--- src/rtl/watch_set_ctrl.sv ---
// Time-setting controller: edit FSM with auto-repeat, idle abort,
// field blink and 12/24-hour digit display.
module watch_set_ctrl #(
   parameter int REPEAT_DELAY_CYC = 50_000_000,
   parameter int REPEAT_RATE_CYC  = 10_000_000,
   parameter int TIMEOUT_CYC      = 1_000_000_000,
   parameter int BLINK_HALF_CYC   = 25_000_000
) (
   input  logic       clk_100MHz_i,
   input  logic       reset_i,
   input  logic [5:0] seconds_i,
   input  logic [5:0] minutes_i,
   input  logic [4:0] hours_i,
   input  logic       btn_config_i,
   input  logic       btn_inc_i,
   input  logic       btn_dec_i,
   input  logic       mode_12h_i,
   output logic       count_enable_o,
   output logic [5:0] load_seconds_o,
   output logic [5:0] load_minutes_o,
   output logic [4:0] load_hours_o,
   output logic       load_time_o,
   output logic [1:0] edit_field_o,
   output logic       pm_o,
   output logic [5:0] d1,
   output logic [5:0] d2,
   output logic [5:0] d3,
   output logic [5:0] d4,
   output logic [5:0] d5,
   output logic [5:0] d6,
   output logic [5:0] d7,
   output logic [5:0] d8
);

   localparam int HMAX = (REPEAT_DELAY_CYC > REPEAT_RATE_CYC) ?
                         REPEAT_DELAY_CYC : REPEAT_RATE_CYC;
   localparam int HW = $clog2(HMAX + 1);
   localparam int TW = $clog2(TIMEOUT_CYC);
   localparam int BW = $clog2(BLINK_HALF_CYC);

   typedef enum logic [1:0] {
      RUN    = 2'd0,
      EDIT_H = 2'd1,
      EDIT_M = 2'd2,
      EDIT_S = 2'd3
   } state_t;

   state_t        state, state_nx;
   logic          cfg_q, inc_q, dec_q;
   logic [4:0]    e_h, e_h_nx;
   logic [5:0]    e_m, e_m_nx, e_s, e_s_nx;
   logic [HW-1:0] hold_q, hold_nx, hold_lim;
   logic          rep_q, rep_nx;
   logic [TW-1:0] idle_q, idle_nx;
   logic [BW-1:0] blink_q, blink_nx;
   logic          hide_q, hide_nx;
   logic          load_q, commit;
   logic          cfg_edge, inc_edge, dec_edge, any_edge;
   logic          editing, both, up, dn, step, tmo;

   function automatic logic [7:0] to_bcd(input logic [5:0] v);
      return {4'(v / 6'd10), 4'(v % 6'd10)};
   endfunction

   always_ff @(posedge clk_100MHz_i) begin
      if (reset_i) begin
         state   <= RUN;
         cfg_q   <= 1'b0;
         inc_q   <= 1'b0;
         dec_q   <= 1'b0;
         e_h     <= '0;
         e_m     <= '0;
         e_s     <= '0;
         hold_q  <= '0;
         rep_q   <= 1'b0;
         idle_q  <= '0;
         blink_q <= '0;
         hide_q  <= 1'b0;
         load_q  <= 1'b0;
      end else begin
         state   <= state_nx;
         cfg_q   <= btn_config_i;
         inc_q   <= btn_inc_i;
         dec_q   <= btn_dec_i;
         e_h     <= e_h_nx;
         e_m     <= e_m_nx;
         e_s     <= e_s_nx;
         hold_q  <= hold_nx;
         rep_q   <= rep_nx;
         idle_q  <= idle_nx;
         blink_q <= blink_nx;
         hide_q  <= hide_nx;
         load_q  <= commit;
      end
   end

   always_comb begin
      cfg_edge = btn_config_i & ~cfg_q;
      inc_edge = btn_inc_i & ~inc_q;
      dec_edge = btn_dec_i & ~dec_q;
      any_edge = cfg_edge | inc_edge | dec_edge;
      editing  = (state != RUN);
      both     = btn_inc_i & btn_dec_i;
      hold_lim = rep_q ? HW'(REPEAT_RATE_CYC) : HW'(REPEAT_DELAY_CYC);
      state_nx = state;
      hold_nx  = '0;
      rep_nx   = 1'b0;
      up       = 1'b0;
      dn       = 1'b0;
      commit   = 1'b0;
      // held button re-arms its counter on every step it fires
      if (editing && !both) begin
         if (inc_edge || dec_edge) begin
            up      = inc_edge;
            dn      = dec_edge;
            hold_nx = HW'(1);
         end else if (btn_inc_i || btn_dec_i) begin
            if (hold_q == hold_lim) begin
               up      = btn_inc_i;
               dn      = btn_dec_i;
               hold_nx = HW'(1);
               rep_nx  = 1'b1;
            end else begin
               hold_nx = hold_q + HW'(1);
               rep_nx  = rep_q;
            end
         end
      end
      if (cfg_edge) begin
         up = 1'b0;
         dn = 1'b0;
         unique case (state)
            RUN:    state_nx = EDIT_H;
            EDIT_H: state_nx = EDIT_M;
            EDIT_M: state_nx = EDIT_S;
            EDIT_S: state_nx = RUN;
            default: state_nx = RUN;
         endcase
         commit = (state == EDIT_S);
      end
      step = up | dn;
      tmo  = editing && !any_edge && !step &&
             (idle_q == TW'(TIMEOUT_CYC - 1));
      if (tmo) state_nx = RUN;
      if (!editing || any_edge || step || tmo) idle_nx = '0;
      else idle_nx = idle_q + TW'(1);
      blink_nx = '0;
      hide_nx  = 1'b0;
      if (state_nx != RUN && state_nx == state && !step) begin
         if (blink_q == BW'(BLINK_HALF_CYC - 1)) begin
            hide_nx = ~hide_q;
         end else begin
            blink_nx = blink_q + BW'(1);
            hide_nx  = hide_q;
         end
      end
      e_h_nx = e_h;
      e_m_nx = e_m;
      e_s_nx = e_s;
      if (!editing) begin
         e_h_nx = hours_i;
         e_m_nx = minutes_i;
         e_s_nx = seconds_i;
      end else if (step) begin
         unique case (state)
            EDIT_H:
               if (up) e_h_nx = (e_h == 5'd23) ? 5'd0 : e_h + 5'd1;
               else    e_h_nx = (e_h == 5'd0) ? 5'd23 : e_h - 5'd1;
            EDIT_M:
               if (up) e_m_nx = (e_m == 6'd59) ? 6'd0 : e_m + 6'd1;
               else    e_m_nx = (e_m == 6'd0) ? 6'd59 : e_m - 6'd1;
            default:
               if (up) e_s_nx = (e_s == 6'd59) ? 6'd0 : e_s + 6'd1;
               else    e_s_nx = (e_s == 6'd0) ? 6'd59 : e_s - 6'd1;
         endcase
      end
   end

   logic [4:0] src_h, disp_h;
   logic [5:0] src_m, src_s;
   logic [7:0] bh, bm, bs;
   logic       hid_h, hid_m, hid_s;

   always_comb begin
      src_h  = editing ? e_h : hours_i;
      src_m  = editing ? e_m : minutes_i;
      src_s  = editing ? e_s : seconds_i;
      disp_h = src_h;
      if (mode_12h_i) begin
         if (src_h == 5'd0)      disp_h = 5'd12;
         else if (src_h > 5'd12) disp_h = src_h - 5'd12;
      end
      bh    = to_bcd({1'b0, disp_h});
      bm    = to_bcd(src_m);
      bs    = to_bcd(src_s);
      hid_h = hide_q && (state == EDIT_H);
      hid_m = hide_q && (state == EDIT_M);
      hid_s = hide_q && (state == EDIT_S);
   end

   assign count_enable_o = (state == RUN);
   assign load_seconds_o = e_s;
   assign load_minutes_o = e_m;
   assign load_hours_o   = e_h;
   assign load_time_o    = load_q;
   assign edit_field_o   = state;
   assign pm_o           = mode_12h_i && (src_h >= 5'd12);
   assign d8 = {~hid_h, bh[7:4], 1'b1};
   assign d7 = {~hid_h, bh[3:0], 1'b1};
   assign d6 = 6'b000001;
   assign d5 = {~hid_m, bm[7:4], 1'b1};
   assign d4 = {~hid_m, bm[3:0], 1'b1};
   assign d3 = 6'b000001;
   assign d2 = {~hid_s, bs[7:4], 1'b1};
   assign d1 = {~hid_s, bs[3:0], 1'b1};

endmodule
--- config.mk ---
export PLATFORM = sky130hd
export DESIGN_NAME = watch_set_ctrl
export DESIGN_NICKNAME = d
export VERILOG_FILES = /design/src/rtl/watch_set_ctrl.sv
export SDC_FILE = /design/constraint.sdc
export NUM_CORES = 1
export LEC_CHECK = 0
export ABC_AREA = 0
export CAP_MARGIN = 30
export CORE_ASPECT_RATIO = 0.6
export CORE_UTILIZATION = 56
export DETAILED_ROUTE_END_ITERATION = 16
export MAX_ROUTING_LAYER = met4
export PLACE_DENSITY = 0.89
export SYNTH_ARGS = -nofsm -noshare
export SYNTH_HDL_FRONTEND = slang
export SYNTH_SLANG_ARGS = --single-unit
--- constraint.sdc ---
create_clock -name clk_100MHz_i -period 4.1 [get_ports clk_100MHz_i]
set_input_delay 0.82 -clock clk_100MHz_i [delete_from_list [all_inputs] [get_ports clk_100MHz_i]]
set_output_delay 0.82 -clock clk_100MHz_i [all_outputs]
set_load 0.005 [all_outputs]
==> impl_results.md <==
- Clock Latency Late Sink: approximately 360 ps
- Avg Cell Area, Syn: 7.67 um^2
- Worst Skew: 8.15 ps
- Final Hold Vio Count: 0
- Via count: around 6.7k
- DR vias/cell: around 5.9
- Max cap viols: 0
- Global Route Usage Sum: roughly 29%
- Hold buffer count at cts: 0
- Vias in the first global route: approximately 5.9k
- Initial drt markers: about 620
- Worst-path cell with the longest stage delay: clkdlybuf4s50_1
- Crit share post-route: approximately 100%
- Placed wire-length estimate: ~12000 um
- Crit path DAT: between 3000 and 4000 ps
- Crit path cell chain: clkdlybuf4s50_1 -> mux2_2 -> inv_1 -> ha_1 -> a21oi_1 -> o21ai_0 -> a31oi_1 -> inv_1 -> ha_1 -> or3_1 -> o21ai_0 -> clkbuf_2
- TritonCTS Buffers: 9
- Final nets: about 1.0k
- DRC Markers: 0
- CTS sink cnt: about 110
- Placed instance count: around 1.1k
- Die W: about 140 um
- Post-route non-filler standard cell count: 1144
- Worst Setup Start Kind: primary input
- CP endpoint kind: output pin
- Clock tree buffer depth: 2
- Final max-slew violation count: 0
- Critical Path Stages: 12
- Most frequent cells in the layout: nor2_1 (146), dfxtp_1 (106), nand2_1 (83), clkdlybuf4s50_1 (61), buf_4 (45)
- Unique masters post-synth: 65
- Largest net degree at the start of global routing: 31
- Async set-reset flop share out of synthesis: 0%
- Routed WL: 17800 um
- First-pass GRT wire length: between 20000 and 30000 um
- DRT Pass-1 Iters: 5
- Die Y: 87.7 um
- Max Fclk: 245 MHz
- Yosys reg bits: approximately 110
- GR Util met3: 6.23%
- Clock transition at the registers of the reported paths: 70 ps
- Post-synthesis sequential area ratio: between 30% and 40%
- Starting Density: 59.1%
- Layout cells sized above 1: between 10% and 20%
- Synth Instances: around 900
- Worst path required time: about 3300 ps
- Final Util: ~71%
- CP Buf/Inv Count: 4
- Setup Total Neg Slack: 0 ps
- Port Buf Inserts: 70
- Critical setup path kind: in2out
- Post-route ant nets: 0
- Core ar.: ~12000 um^2
- Synth-to-Final Area Change: 21.0%
- Crit path time final: 4090 ps
- Global Route met2 Usage: 41.5%
- Final setup vio count: 0
- Status: complete, no violations
- Syn Std Cell Area: a little under 7000 um^2
- Routability Congestion: between 1 and 1.5
- Hold WC Path Type: reg2reg
- Most common cell after layout, fill and taps aside: nor2_1
- Synth warn: 0
- R2R depth: 8
- Worst-margin pin slew: approximately 920 ps
- PD cells: ~370 nW/um^2
- Routed WL per cell: around 16 um
- Slew HR: between 30% and 40%
- Rows: 30
- Pre-CTS setup slack: -225 ps
- Num ports: between 90 and 100
- TritonCTS clock tree: done
- Leak pwr: 3.10 nW
- Hold WS: 463 ps
- Most Crowded Layer GR: met2
- Initial antenna violation count: 1
- Met1 usage: 41.1%
- EDFF count, synth: 0
- Die area: 12700 um^2
- Critical path's largest stage delay: approximately 430 ps
- Critical path peak fanout: 3
- H-tree depth: 3
- Remaining Overflow, GRT: 0
- Max VDD drop: 253 uV
- Prevailing post-synth register cell: dfxtp_1
- Root Buffer: clkbuf_16
- Final WS setup: around 13 ps
- Hold path cells: 1
- Top Family by Delay on Critical Path: buffers and inverters
## Yosys cell counts (7+ instances only)
master    instances  area (um^2)
nor2_1          147          552
dfxtp_1         106         2120
nand2_1          84          315
xor2_1           45          394
a21oi_1          41          205
xnor2_1          37          324
inv_1            35          131
o21ai_0          35          175
clkbuf_1         34          128
nand3_1          34          170
buf_4            26          195
nor3_1           23          115
ha_1             22          275
and3_1           20          125
mux2i_1          18          180
nand4_1          18          113
a211oi_1         13         97.6
nand2b_1         10         62.6
mux2_2            9          101
nor2b_1           9         56.3
a31oi_1           8         50.1
and4_1            8         70.1
o22ai_1           7         43.8
## worst register-to-register path, stage by stage, from the launching register on
cell and delay [ps]:
dfxtp_1 380, or4_1 530, or4_4 520, a2111o_1 550, a21oi_4 490, buf_4 260, nand3b_1 120, a21oi_1 90
o311a_1 340
## timing repair
item / CTS / global route
setup endpoints to repair: 12 / 11
pin swaps: 4 / 7
setup buffers: 2 / 6
gates resized for setup: 18 / 34
## state kept, by name, summed over array words and instances, names as in the netlist
| signal | flops |
|---|---|
| edit_field_o | 2 |
| rep_q | 1 |
| hide_q | 1 |
| inc_q | 1 |
| load_minutes_o | 6 |
| cfg_q | 1 |
| blink_q | 25 |
| idle_q | 30 |
| load_hours_o | 5 |
| hold_q | 26 |
| dec_q | 1 |
| load_seconds_o | 6 |
| load_time_o | 1 |
## per-stage QoR
| step | cell area, um^2 | power [W] |
|---|---|---|
| 2_1_floorplan | 6930 | 0.00173 |
| 3_3_place_gp | 7790 | 0.00210 |
| 3_5_place_dp | 7790 | 0.00213 |
| 4_1_cts | 8150 | 0.00300 |
| 5_1_grt | 8290 | 0.00321 |
| 6_report | 8290 | 0.00307 |
## where the power goes
| part | switching (W) | internal [W] |
|---|---|---|
| combinational | 0.000544 | 0.000528 |
| clock | 0.000435 | 0.000431 |
| sequential | 0.0000722 | 0.00106 |
## cells by family (layout without fill, tap and decap cells)
logic type               count (synthesis)  count (layout)  synth area share, %
AO/OA/AOI/OAI                          160             160                 15.5
XOR/XNOR                                82              82                 10.5
adder cells (fa/ha/maj)                 22              22                 4.02
buffers and inverters                   98             168                 6.81
flip-flops                             106             106                 31.0
multiplexers                            28              28                 4.44
other                                    2              23                0.110
AND/OR/NAND/NOR                        395             395                 27.7
## per-layer routing
layer / wire length (um) / vias to the layer above
met5: 0 / -
met4: 274 / 0
met3: 1560 / 36
met2: 7580 / 308
met1: 8400 / 3142
li1: - / 3249
## worst paths after layout
check / endpoint / from / slack, ps
worst min-delay path: idle_q[0]$_SDFF_PP0_ / idle_q[0]$_SDFF_PP0_ / 460
worst max register to register: load_minutes_o[2]$_SDFFE_PP0P_ / hold_q[22]$_SDFF_PP0_ / 720
worst max-delay path: d4[4] / minutes_i[4] / 10
worst min register to register: idle_q[0]$_SDFF_PP0_ / idle_q[0]$_SDFF_PP0_ / 460
## final cells by class
class / count / area [um^2]
diodes: 1 / 2.50
clock buffers: 9 / 225
clock inverters: 7 / 72.6
fillers: 908 / 3310
inverters: 35 / 131
multi-input cells: 709 / 4460
flip-flops and latches: 106 / 2120
well taps: 160 / 200
repair buffers: 117 / 1070
Note: power is estimated with default switching activity, not from simulation.
